## src/rtl/fsm_pkg.sv

```systemverilog
// Helpers shared by the serial FSM blocks.
package fsm_pkg;

    // Returns the number of bits needed to encode the values 0 .. value-1.
    function automatic int clog2(input int value);
        int result;
        int v;
        result = 0;
        v = value - 1;
        while (v > 0) begin
            result++;
            v = v >>> 1;
        end
        return result;
    endfunction

endpackage

```

## src/rtl/sat_counter.sv

```systemverilog
// Saturating up-counter with synchronous clear, reusable across the FSM blocks.
module sat_counter #(
    parameter int CNT_W = 8
) (
    input  logic             clk,
    input  logic             rst,
    input  logic             clr,
    input  logic             inc,
    output logic [CNT_W-1:0] cnt
);

    localparam logic [CNT_W-1:0] CNT_MAX = '1;

    logic [CNT_W-1:0] r_cnt;

    // Clear wins over increment; at the top value the count simply holds.
    always_ff @(posedge clk or negedge rst) begin
        if (!rst) begin
            r_cnt <= '0;
        end else if (clr) begin
            r_cnt <= '0;
        end else if (inc && (r_cnt != CNT_MAX)) begin
            r_cnt <= r_cnt + CNT_W'(1);
        end
    end

    assign cnt = r_cnt;

endmodule

```

## src/rtl/mealy_seq_detector.sv

```systemverilog
// Serial W-bit pattern detector: Mealy match flag, optional overlap, bit-valid
// qualifier, synchronous clear and a saturating match counter.
module mealy_seq_detector
    import fsm_pkg::*;
#(
    parameter int             W       = 2,
    parameter logic [W-1:0]   PATTERN = 2'b10,
    parameter bit             OVERLAP = 1'b1,
    parameter int             CNT_W   = 8
) (
    input  logic             clk,
    input  logic             rst,
    input  logic             en,
    input  logic             x,
    input  logic             clr,
    output logic             y,
    output logic             primed,
    output logic [CNT_W-1:0] match_cnt
);

    localparam int              FILL_W   = clog2(W);
    localparam logic [FILL_W-1:0] FILL_MAX = FILL_W'(W - 1);

    if (W < 2 || W > 32) begin : g_bad_w
        $error("mealy_seq_detector: W must be in 2..32");
    end
    if (CNT_W < 1) begin : g_bad_cnt_w
        $error("mealy_seq_detector: CNT_W must be at least 1");
    end

    logic [W-2:0]      r_hist;
    logic [FILL_W-1:0] r_fill;
    logic [W-1:0]      w_window;
    logic              w_full;
    logic              w_hit;

    // The candidate window is the stored history with the live bit appended.
    assign w_window = {r_hist, x};
    assign w_full   = (r_fill == FILL_MAX);
    assign w_hit    = rst & en & ~clr & w_full & (w_window == PATTERN);

    always_ff @(posedge clk or negedge rst) begin
        if (!rst) begin
            r_hist <= '0;
            r_fill <= '0;
        end else if (clr) begin
            r_hist <= '0;
            r_fill <= '0;
        end else if (en) begin
            r_hist <= w_window[W-2:0];
            // Without overlap a match consumes the window, so counting restarts.
            if (w_hit && !OVERLAP) begin
                r_fill <= '0;
            end else if (!w_full) begin
                r_fill <= r_fill + FILL_W'(1);
            end
        end
    end

    sat_counter #(
        .CNT_W (CNT_W)
    ) u_match_cnt (
        .clk (clk),
        .rst (rst),
        .clr (clr),
        .inc (w_hit),
        .cnt (match_cnt)
    );

    assign y      = w_hit;
    assign primed = w_full;

endmodule

```

## config.mk

```make
export PLATFORM = sky130hd
export DESIGN_NAME = mealy_seq_detector
export DESIGN_NICKNAME = d
export VERILOG_FILES = /design/src/rtl/fsm_pkg.sv /design/src/rtl/sat_counter.sv /design/src/rtl/mealy_seq_detector.sv
export SDC_FILE = /design/constraint.sdc
export NUM_CORES = 1
export LEC_CHECK = 0
export CAP_MARGIN = 10
export CORE_MARGIN = 2
export CORE_UTILIZATION = 35
export DETAILED_ROUTE_END_ITERATION = 8
export PLACE_DENSITY = 0.62
export SYNTH_ARGS = -nofsm -noshare
export SYNTH_HDL_FRONTEND = slang
export SYNTH_HIERARCHICAL = 1
export SYNTH_SLANG_ARGS = --single-unit
```

## constraint.sdc

```tcl
create_clock -name clk -period 3.6 [get_ports clk]
set_clock_uncertainty 0.2 [all_clocks]
set_input_delay 0.72 -clock clk [delete_from_list [all_inputs] [get_ports clk]]
set_output_delay 0.72 -clock clk [all_outputs]
set_load 0.01 [all_outputs]
```

### After elaboration in Yosys (flattened, before gate mapping)

Cells that the tools add are included.
Widths: inputs -> output; s select.

| operators by class | value |
|---|---|
| add/subtract/negate cells | 2 |
| reductions and logical operators | 3 |
| equality and inequality tests | 2 |
| bitwise operators | 5 |
| multiplexer cells | 7 |

Operators with widths:

| operator | number |
|---|---|
| $mux 8 | 2 |
| $add 8x1->8 const B | 1 |
| $ne 8x8->1 const B | 1 |
| $mux 1 | 5 |
| $and 1x1->1 | 4 |
| $reduce_bool 2->1 | 2 |
| $eq 2x2->1 const B | 1 |
| $add 1x1->1 const B | 1 |
| $logic_and 1x1->1 | 1 |
| $not 1->1 | 1 |

| storage, ports and cells | value |
|---|---|
| flip-flop bits (word level) | 10 |
| input bits | 5 |

### Longest topological paths before layout

Gate-level depths: netlist (run 1).

| depth | value |
|---|---|
| depth in word-level cells | 7 |
| depth in mapped cells | 6 |
| mapped depth without buffers | 5 |

### Hierarchy

The synthesis (run 1) kept the hierarchy.

By module, submodules not included:

| module | times used | cells each | sequential area each (um^2) | area each (um^2) |
|---|---|---|---|---|
| sat_counter | 1 | 49 | 200.2 | 464.2 |
| mealy_seq_detector | 1 | 8 | 50.0 | 87.6 |

### Worst setup path before layout (run 1)

Ideal clock, no wire load.

| path | value |
|---|---|
| path kind | input to register |
| from | in x |
| to | reg u_match_cnt.r_cnt[7] (netlist: u_match_cnt/cnt[7]) |
| stages | 6 |
| arrival | 1.999 ns |
| path slack | 1.308 ns |
| path buffers | 1 |
| cell sequence | nor4bb_1 > and3_1 > buf_2 > nand3_1 > or3_1 > a211oi_1 |

| on the way | value |
|---|---|
| word-level cells in the longest chain between the ends | 4 |

Ends and longest elaborated chain:

| item | line | text |
|---|---|---|
| start: declaration | mealy_seq_detector.sv:14 | `input logic x,` |
| $eq 2x2->1 | mealy_seq_detector.sv:40 | `assign w_hit = rst & en & ~clr & w_full & (w_window == PATTERN);` |
| $and 1x1->1 | mealy_seq_detector.sv:40 |  |
| net y | mealy_seq_detector.sv:16 | `output logic y,` |
| $logic_and 1x1->1 | sat_counter.sv:22 | `end else if (inc && (r_cnt != CNT_MAX)) begin` |
| $reduce_bool 2->1 (no source line) | - |  |
| end signal: assignment | sat_counter.sv:23 | `r_cnt <= r_cnt + CNT_W'(1);` |
| end: declaration | sat_counter.sv:14 | `logic [CNT_W-1:0] r_cnt;` |

The timed path passes the listed nets, and every way through them passes these cells.
A chain may end at the register's enable or synchronous reset.

### Final worst setup path (run 1)

| path | value |
|---|---|
| from | in x |
| to | out y |

| on the way | value |
|---|---|
| word-level cells in the longest chain between the ends | 2 |

Ends and longest elaborated chain:

| item | line |
|---|---|
| $eq 2x2->1 | mealy_seq_detector.sv:40 |
| $and 1x1->1 | mealy_seq_detector.sv:40 |
| end: declaration | mealy_seq_detector.sv:16 |

No other way between the ends.

==> results.py, run 1 <==
metrics = {
    "clocking": {
        "clock_latency_ns": 0.26,
        "htree_levels": 1,
        "post_cts_resized": 0,
        "cts.sinks": 10,
        "cts_root_buf": "clkbuf_4",
        "post-cts-setup-buffers": 0,
        "cts_tree": "done",
        "hold_buffers": 0,
        "cts-buffers-inserted": 3,
        "clk_pin_slew_worst_paths_ns": 0.06,
        "cts_buffer_depth": 2,
    },
    "synth": {
        "synth-main-ff-cell": "dfrtp_1",
        "syn_avg_cell_area_um2": 9.68,
        "synth_seq_cells": 10,
        "yosys_warnings": 6,
        "synth-edff-count": 0,
        "async_flop_share": 1.00,
        "synth_cell_types": 29,
        "seq_area_frac_synth": 0.454,
        "syn-cell-area_um2": 552,
        "synth_nets": 63,
        "synthCells": 57,
    },
    "sta": {
        "min_period_ns": 3.10,
        "worst_slack_ns": 0.502,
        "hold_viol": 0,
        "tightest_slew_ns": 0.362,
        "rsz0062_at_grt": "false",
        "fin_tns_setup_ns": 0,
        "slew_headroom": 0.753,
        "clock.fmax_mhz": 323,
        "finalSetupViolCount": 0,
        "maxSlewViolCount": 0,
        "period_share": 0.861,
        "holdWs_ns": 0.320,
    },
    "power_and_ir_drop": {
        "peakVddDrop_mv": 0.261,
        "leakagePower_uw": 0.000308,
        "powerDensity_nw_per_um2": 272,
    },
    "detailed_routing": {
        "routed_wl_mm": 1.16,
        "routed_via_density": 5.49,
        "drt-initial-drc-count": 8,
        "drc": 0,
        "drtPass1Iterations": 5,
        "wl_per_cell_um": 12.8,
        "detail-route-antenna-nets": 0,
        "vias": 500,
    },
    "grt": {
        "track_usage": 0.143,
        "met3_usage": 0.0667,
        "antenna_found_initial": 0,
        "grt_overflow": 0,
        "grt_pass1_vias": 417,
        "grt_use_met2": 0.203,
        "grt_pass1_wl_mm": 1.95,
        "grt_max_degree": 14,
        "grt_busiest_layer": "met2",
        "use_met1": 0.189,
    },
    "placed_design": {
        "gp_congestion": 0.707,
        "port_buffers": 14,
        "dp_hpwl_um": 835,
        "pre_cts_ws_ns": 0.509,
    },
    "final_layout": {
        "drive_above_1_share": 0.133,
        "final_nets": 83,
        "syn2layout_area_growth_pct": 35.6,
        "antenna_cells": 0,
    },
    "setup_path": {
        "critical-path-slowest-cell": "clkdlybuf4s50_1",
        "crit_path_start_kind": "input port",
        "crit_family": "buffers and inverters",
        "slowest_delay_ns": 0.53,
        "critical_path_buf_inv_count": 2,
        "setup.worst_path.end_class": "output pin",
        "crit_arrival_ns": 2.18,
        "cp.required_ns": 2.68,
        "critPathMostFrequentCell": "clkdlybuf4s50_1",
        "crit_fanout": 2,
        "cp_cell_sequence": "clkdlybuf4s50_1 > nor4bb_1 > and3_1 > clkdlybuf4s50_1",
        "path_class": "in -> out",
    },
    "status": {
        "status": "complete, no violations",
    },
    "floorplan": {
        "io_pins": 15,
        "core_um2": 1490,
        "fp.dieW_um": 43.7,
        "initial_core_util": 0.371,
        "die_y_um": 43.7,
        "num_rows": 14,
        "dieArea_um2": 1910,
    },
    "run": {
        "max_cap_violations": 0,
    },
    "hold_path": {
        "min_path_type": "reg -> reg",
    },
}
[registers in the layout (all words and copies together) (netlist names)]
signal           count
primed               1
r_hist               1
u_match_cnt/cnt      8
[cell usage after synthesis (2+ instances only)]
library cell | n | share of area
nor3_1 | 4 | 0.036
and3_1 | 2 | 0.023
a21oi_1 | 3 | 0.027
inv_1 | 2 | 0.014
nor2_1 | 5 | 0.034
mux2_2 | 2 | 0.041
mux2i_1 | 2 | 0.036
nand2_1 | 2 | 0.014
nor2b_1 | 3 | 0.034
dfrtp_1 | 10 | 0.45
nand3_1 | 2 | 0.018
nand2b_1 | 3 | 0.034
[stage by stage]
step / std cells / total power (µW) / area (µm²) / util
final: 91 / 203 / 748 / 0.503
after global routing: 91 / 216 / 748 / 0.503
after CTS: 91 / 209 / 748 / 0.503
after detailed placement: 88 / 133 / 726 / 0.487
after global placement: 88 / 134 / 726 / 0.487
after floorplan: 57 / 121 / 552 / -
[cell type report]
| class | instances | area (µm²) |
|---|---|---|
| Clock buffer | 3 | 22.5 |
| Fill cell | 132 | 741 |
| Sequential cell | 10 | 250 |
| Multi-Input combinational cell | 43 | 285 |
| Timing Repair Buffer | 17 | 163 |
| Tap cell | 16 | 20.0 |
| Inverter | 2 | 7.51 |
[layer usage]
layer,part of all wire,vias up,wire length (µm)
li1,-,247,-
met2,0.46,14,533
met5,0,-,0
met3,0.046,2,53
met1,0.48,237,560
met4,0.013,0,15
[tightest hold or removal path, delay by kind of cell, from the launching register on]
kind | cells | cell delay [ns]
flops | 1 | 0.36
simple gates | 2 | 0.13
[report_power, final]
part | switching (µW) | total (µW) | internal [µW]
logic | 7.59 | 16.5 | 8.88
clock network | 33.7 | 72.1 | 38.4
registers | 0.849 | 115 | 114
[path summary, 6_finish.rpt]
check                             from                  to  slack, ns  cells past startpoint
worst max-delay path                 x                   y       0.50                      4
worst min-delay path            primed              primed       0.32                      2
worst max register to register  r_hist  u_match_cnt/cnt[3]       1.64                      6
worst min register to register  primed              primed       0.32                      2
max in group asynchronous          rst  u_match_cnt/cnt[1]       2.46                      2
min in group asynchronous          rst  u_match_cnt/cnt[6]       0.59                      2
[cells by family after synthesis]
group	after synthesis	share of synthesized area
DFF	10	0.454
adders and majority gates	1	0.0227
AOI/OAI and AO/OA	9	0.107
and+or+nand+nor	29	0.311
muxes	4	0.0771
buffers and inverters	4	0.0295
[layout by cell type (no fill, tap or decap), types with 2 or more instances in the layout]
| cell | netlist | routed |
|---|---|---|
| a21oi_1 | 3 | 3 |
| mux2_2 | 2 | 2 |
| nand2_1 | 2 | 2 |
| nor2b_1 | 3 | 3 |
| and3_1 | 2 | 2 |
| clkbuf_4 | 0 | 3 |
| inv_1 | 2 | 2 |
| nor3_1 | 4 | 4 |
| nand3_1 | 2 | 2 |
| nand2b_1 | 3 | 3 |
| clkdlybuf4s50_1 | 0 | 14 |
| mux2i_1 | 2 | 2 |
| dfrtp_1 | 10 | 10 |
| buf_4 | 0 | 3 |
| nor2_1 | 5 | 5 |
No activity file was read; power rests on OpenSTA's default activity.
==> run 2, diff against run 1 <==
- CORE_MARGIN: 2 -> 5
==> run 2 against run 1 <==
Global-route usage decreased by 3.2 points. Total power increased by 1.4%. Non-clock buffer count unchanged. First-iteration DRC count decreased by 75%. Fmax increased by 0.47%. Largest cell class unchanged.
==> results.py, run 2 (same netlist as run 1, synthesis figures left out) <==
metrics = {
    "final_layout": {
        "utilization": 0.497,
        "syn2layout_area_growth_pct": 35.6,
        "antenna_cells": 0,
        "fillers": 151,
        "largest_register_ffs": 8,
        "multi_input_area_um2": 285,
        "mostFrequentLayoutCells": "14 x clkdlybuf4s50_1, 10 x dfrtp_1, 5 x nor2_1, 4 x nor3_1",
        "final_common_cell": "clkdlybuf4s50_1",
        "final_nets": 83,
        "drive_above_1_share": 0.133,
        "register_area_um2": 250,
        "final_cells": 91,
    },
    "detailed_routing": {
        "routed_via_density": 5.40,
        "drt-initial-drc-count": 2,
        "routed_wl_mm": 1.27,
        "detail-route-antenna-nets": 0,
        "drtPass1Iterations": 5,
        "wl_per_cell_um": 13.9,
        "drc": 0,
        "vias": 491,
    },
    "setup_path": {
        "crit_arrival_ns": 2.16,
        "r2r-end": "u_match_cnt/cnt[0]",
        "critPathMostFrequentCell": "clkdlybuf4s50_1",
        "cp_cell_sequence": "clkdlybuf4s50_1 > nor4bb_1 > and3_1 > clkdlybuf4s50_1",
        "r2r_cells": 4,
        "slowest_delay_ns": 0.54,
        "cp.required_ns": 2.68,
        "setup.worst_path.end_class": "output pin",
        "crit_fanout": 2,
        "crit_family": "buffers and inverters",
        "reg2reg_from": "u_match_cnt/cnt[0]",
        "critical-path-slowest-cell": "clkdlybuf4s50_1",
        "r2r_setup_slack_ns": 1.65,
        "path_class": "in -> out",
        "crit_path_start_kind": "input port",
        "critical_path_buf_inv_count": 2,
    },
    "sta": {
        "rsz0062_at_grt": "false",
        "finalSetupViolCount": 0,
        "maxSlewViolCount": 0,
        "period_share": 0.856,
        "slew_headroom": 0.754,
        "fin_tns_setup_ns": 0,
        "clock.fmax_mhz": 324,
        "hold_viol": 0,
        "tightest_slew_ns": 0.360,
        "min_period_ns": 3.08,
    },
    "floorplan": {
        "dieArea_um2": 2470,
        "die_y_um": 49.7,
        "num_rows": 14,
        "initial_core_util": 0.366,
        "core_um2": 1510,
        "io_pins": 15,
        "fp.dieW_um": 49.7,
    },
    "hold_path": {
        "min_path_cells": 2,
        "min-delay-start": "r_hist",
        "min_path_type": "reg -> reg",
        "hold_path_end": "r_hist",
    },
    "grt": {
        "grt_max_degree": 14,
        "grt_pass1_wl_mm": 2.08,
        "grt_pass1_vias": 454,
        "track_usage": 0.111,
        "grt_use_met2": 0.157,
        "grt_busiest_layer": "met2",
        "met3_usage": 0.0602,
        "grt_overflow": 0,
        "use_met1": 0.146,
        "antenna_found_initial": 0,
    },
    "clocking": {
        "post_cts_resized": 0,
        "cts-buffers-inserted": 3,
        "cts_root_buf": "clkbuf_4",
        "htree_levels": 1,
        "post-cts-setup-buffers": 0,
        "cts_tree": "done",
        "cts_buffer_depth": 2,
        "clock_latency_ns": 0.26,
        "hold_buffers": 0,
        "cts.sinks": 10,
        "clk_pin_slew_worst_paths_ns": 0.06,
    },
    "placed_design": {
        "dp_hpwl_um": 926,
        "place_inst": 88,
        "gp_congestion": 0.755,
        "port_buffers": 14,
    },
    "run": {
        "max_cap_violations": 0,
    },
    "power_and_ir_drop": {
        "leakagePower_uw": 0.000308,
        "peakVddDrop_mv": 0.179,
        "powerDensity_nw_per_um2": 275,
    },
    "status": {
        "status": "complete, no violations",
    },
}
==> run 2: through the flow <==
step / instance area (µm²) / hold WS [ns] / total power, µW / worst slack (ns)
global route: 748 / 0.370 / 218 / 0.446
global placement: 726 / 0.297 / 134 / 0.577
finish: 748 / 0.324 / 206 / 0.517
CTS: 748 / 0.329 / 211 / 0.515
floorplan: 552 / 0.224 / 121 / 1.31
detailed placement: 726 / 0.315 / 134 / 0.519
==> run 2: layer usage <==
metal / wire length, µm / up-vias
li1: - / 245
met1: 617 / 232
met2: 574 / 14
met3: 74 / 0
met4: 0 / 0
met5: 0 / -
==> run 2: worst max path at each step <==
stage	from	to	depth (start not counted)
global route	x	y	4
CTS	x	y	4
detailed placement	x	y	4
finish	x	y	4
global placement	x	y	4
floorplan	x	u_match_cnt/cnt[7]	6
==> run 2: power breakdown <==
part           switching (µW)  internal, µW
clock                    36.4          38.5
sequential              0.776           114
combinational            7.68          8.89
total                    44.9           161
==> run 2: final cells by class <==
| cell class | instances | area share |
|---|---|---|
| well taps | 16 | 0.0268 |
| inverters | 2 | 0.0100 |
| clock buffers | 3 | 0.0301 |
| repair buffers | 17 | 0.217 |
| flip-flops and latches | 10 | 0.334 |
| multi-input cells | 43 | 0.381 |
==> run 2: tightest hold or removal path: cells and delay by family, from the launching register on <==
kind / cells / cell delay (ns)
AND/OR/NAND/NOR: 1 / 0.08
multiplexers: 1 / 0.07
flip-flops: 1 / 0.33
==> run 3, diff against run 2 <==
- PLACE_DENSITY: 0.62 -> 0.64
- clock period: 3.6 -> 2.81 ns (I/O delays scaled with it)
==> run 3 against run 2 <==
Worst hold slack got worse by 0.013 ns. Sequential cell count did not move. Critical path depth did not move. Utilization rose by 1.1 points. Largest power group unchanged. Total power rose by 45%. Routed wire length rose by 1.7%. Sequential share of layout area fell by 0.71 points. Sequential power rose by 28%. Combinational power rose by 28%. Clock-buffer cell count rose by 1. Register-to-register slack got worse by 0.80 ns.
==> results.py, run 3 (same netlist as run 1, synthesis figures left out) <==
metrics = {
    "run": {
        "max_cap_violations": 0,
    },
    "final_layout": {
        "final_nets": 83,
        "fillers": 150,
        "mostFrequentLayoutCells": "13 x clkdlybuf4s50_1, 10 x dfrtp_1, 5 x nor2_1, 4 x nor3_1",
        "final_common_cell": "clkdlybuf4s50_1",
        "largest_register_ffs": 8,
        "drive_above_1_share": 0.145,
        "antenna_cells": 0,
        "syn2layout_area_growth_pct": 38.5,
    },
    "grt": {
        "grt_pass1_wl_mm": 2.21,
        "grt_overflow": 0,
        "antenna_found_initial": 0,
        "track_usage": 0.118,
        "grt_max_degree": 14,
        "grt_pass1_vias": 478,
    },
    "detailed_routing": {
        "routed_wl_mm": 1.29,
        "drc": 0,
        "routed_via_density": 5.41,
        "vias": 498,
        "detail-route-antenna-nets": 0,
        "wl_per_cell_um": 14.0,
        "drt-initial-drc-count": 15,
        "drtPass1Iterations": 4,
    },
    "floorplan": {
        "num_rows": 14,
        "core_um2": 1510,
        "die_y_um": 49.7,
        "dieArea_um2": 2470,
        "initial_core_util": 0.366,
        "io_pins": 15,
        "fp.dieW_um": 49.7,
    },
    "setup_path": {
        "r2r-end": "u_match_cnt/cnt[7]",
        "slowest_delay_ns": 0.42,
        "reg2reg_from": "r_hist",
        "crit_path_start_kind": "input port",
        "cp_cell_sequence": "clkdlybuf4s50_1 > nor4bb_1 > and3_1 > dlymetal6s2s_1",
        "crit_arrival_ns": 1.63,
        "setup.worst_path.end_class": "output pin",
        "crit_family": "buffers and inverters",
        "crit_fanout": 2,
        "r2r_cells": 6,
        "critical-path-slowest-cell": "clkdlybuf4s50_1",
        "critical_path_buf_inv_count": 2,
        "path_class": "in -> out",
        "r2r_setup_slack_ns": 0.85,
        "cp.required_ns": 2.05,
    },
    "placed_design": {
        "dp_hpwl_um": 933,
        "port_buffers": 14,
        "gp_congestion": 0.765,
    },
    "sta": {
        "holdWs_ns": 0.311,
        "rsz0062_at_grt": "false",
        "tightest_slew_ns": 0.360,
        "clock.fmax_mhz": 418,
        "slew_headroom": 0.754,
        "period_share": 0.850,
        "finalSetupViolCount": 0,
        "fin_tns_setup_ns": 0,
        "hold_viol": 0,
        "min_period_ns": 2.39,
        "maxSlewViolCount": 0,
    },
    "clocking": {
        "clk_pin_slew_worst_paths_ns": 0.07,
        "clock_latency_ns": 0.26,
        "hold_buffers": 0,
        "htree_levels": 1,
        "cts_tree": "done",
        "cts_buffer_depth": 2,
        "cts.sinks": 10,
        "cts_root_buf": "clkbuf_4",
        "cts-buffers-inserted": 3,
        "post-cts-setup-buffers": 0,
    },
    "power_and_ir_drop": {
        "leakagePower_uw": 0.000334,
        "powerDensity_nw_per_um2": 391,
        "peakVddDrop_mv": 0.294,
    },
    "hold_path": {
        "min-delay-start": "primed",
        "min_path_type": "reg -> reg",
        "min_path_cells": 2,
        "hold_path_end": "primed",
    },
    "status": {
        "status": "complete, no violations",
    },
}
run 3: worst min-delay path, delay by kind of cell (launching register included):
kind | cells | cell delay (ns)
and+or+nand+nor | 2 | 0.11
DFF | 1 | 0.36
run 3: area by class of cell:
class	count	area [µm²]	share of cell area
flip-flops and latches	10	250	0.327
repair buffers	17	165	0.216
multi-input cells	43	285	0.373
well taps	16	20.0	0.0262
inverters	2	7.51	0.00982
clock buffers	4	36.3	0.0475
run 3: worst max-delay path by stage:
stage | startpoint | end | slack, ns | cells past startpoint
2_1_floorplan | x | u_match_cnt/cnt[7] | 0.68 | 6
3_3_place_gp | x | y | 0.11 | 4
3_5_place_dp | x | y | 0.03 | 4
4_1_cts | x | y | 0.03 | 4
5_1_grt | x | y | 0.38 | 4
6_report | clr | y | 0.42 | 4
run 3: stage by stage:
step                      cells  utilization  total power, µW  area (µm²)  setup WS, ns
after floorplan              57            -              156         552         0.676
after global placement       88        0.482              171         726         0.105
after detailed placement     88        0.482              171         726        0.0314
after CTS                    92        0.506              307         762        0.0262
after global routing         92        0.507              318         764         0.378
final                        92        0.507              299         764         0.420
run 3: repair_timing:
| item | CTS | global route |
|---|---|---|
| endpoints found under the hold margin | 0 | 0 |
| endpoints found under the setup margin | 0 | 1 |
| resized for setup | 0 | 1 |
run 3: where the power goes:
group	total, µW	switching [µW]	internal [µW]
Clock	131	52.8	78.7
Sequential	147	0.977	146
Combinational	21.3	9.88	11.4
Total	299	63.6	236
run 3: routing by layer:
layer	global-route usage	wire length, µm	vias to the layer above
li1	-	-	249
met3	0.0602	70	2
met2	0.174	604	11
met1	0.148	604	236
met5	0	0	-
met4	0.0393	9	0
==> RTL edit (flow settings as in run 1) <==
Set the parameter `W` to 4 (it was 2).
--- a/src/rtl/mealy_seq_detector.sv
+++ b/src/rtl/mealy_seq_detector.sv
@@ -4,5 +4,5 @@
     import fsm_pkg::*;
 #(
-    parameter int             W       = 2,
+    parameter int             W       = 4,
     parameter logic [W-1:0]   PATTERN = 2'b10,
     parameter bit             OVERLAP = 1'b1,
Formal check against the unedited RTL: not equivalent (a bounded check fails within 4 cycles, from zero or initial values and one cycle with rst low).
==> RTL edit against run 1 <==
Power rose by 33%; critical path depth did not move; non-clock buffer count did not move; final area rose by 26%; count of clock-buffer cells in the layout did not move; die area rose by 29%; combinational power rose by 53%; setup slack got worse by 160 ps; routed wire length rose by 28%; sequential cell count rose by 3; synthesized area rose by 33%; via count rose by 18%; core utilization fell by 2.4 points.
==> RTL edit: results (changes against run 1) <==
- Status: complete, no violations (unchanged)
- Internal power: 0.204 mW (was 0.161 mW)
- Initial DRC count: 4 (was 8)
- Vias in the first global route: 600 (was 417)
- Clock latency on the worst-skew pair: 280 ps (was 260 ps)
- Post-synthesis net count: 79 (was 63)
- Clock Pin Slew Worst Setup and Hold Paths: 90 ps (was 60 ps)
- Setup WS pre-CTS: 346 ps (was 509 ps)
- Synth Area per Inst: 10.2 µm² (was 9.68 µm²)
- Crit path launch: en (was x)
- Power Clock: 0.0925 mW (was 0.0721 mW)
- Via Count: 589 (was 500)
- 1st-pass router iterations: 4 (was 5)
- Seq/Total Area, Yosys: 0.444 (was 0.454)
- HP Start: r_hist[2] (was primed)
- Fillers: 207 (was 132)
- Min Hold Slack: 333 ps (was 320 ps)
- Tot GR Track Use: 0.142 (was 0.143)
- Critical R2R Capture: u_match_cnt/cnt[7] (was u_match_cnt/cnt[3])
- Setup slack, reg-to-reg: 1290 ps (was 1640 ps)
- Headroom to the max-slew limit: 0.758 (was 0.753)
- Reg power frac: 0.563 (was 0.564)
- Max stage delay on crit path: 620 ps (was 530 ps)
- Max Clk Rate: 0.307 GHz (was 0.323 GHz)
- Placement Cell Area: 912 µm² (was 726 µm²)
- Layout cells sized above 1: 0.156 (was 0.133)
- First-pass GRT wire length: 2680 µm (was 1950 µm)
- Worst-case hold path end point: r_hist[2] (was primed)
- Worst Path Max Fanout: 6 (was 2)
- Commonest cells in the netlist: 13 x dfrtp_1, 6 x nor2_1, 4 x mux2i_1, 4 x nor3_1 (was 10 x dfrtp_1, 5 x nor2_1, 4 x nor3_1)
- Routed wire length: 1480 µm (was 1160 µm)
- Avg Vias per Cell: 5.03 (was 5.49)
RTL edit: layout make-up:
cell class	count	area, µm²	share of cell area
well taps	27	33.8	0.0360
flip-flops and latches	13	325	0.346
clock inverters	1	5.00	0.00533
multi-input cells	54	383	0.407
clock buffers	3	22.5	0.0240
inverters	2	7.51	0.00799
repair buffers	17	163	0.173
RTL edit: worst register-to-register path, stage by stage (launching register included):
cell and delay, ps:
dfrtp_1 390, ha_1 240, nand4bb_1 120, nor4_1 350, buf_4 230, nand3_1 130
or3_1 330, a211oi_1 230
RTL edit: layer usage:
layer,vias up,share of wire,GRT usage
met5,-,0,0
met4,0,0.013,0.0833
met3,2,0.026,0.0212
met2,8,0.47,0.229
met1,280,0.49,0.179
li1,299,-,-
RTL edit: logic make-up (layout without fill, tap and decap cells):
kind of cell,count (synthesis),after routing,synth area share
AOI/OAI and AO/OA,10,10,0.0872
and+or+nand+nor,35,35,0.296
DFF,13,13,0.444
adders and majority gates,2,2,0.0342
muxes,7,7,0.106
buffers and inverters,5,23,0.0325
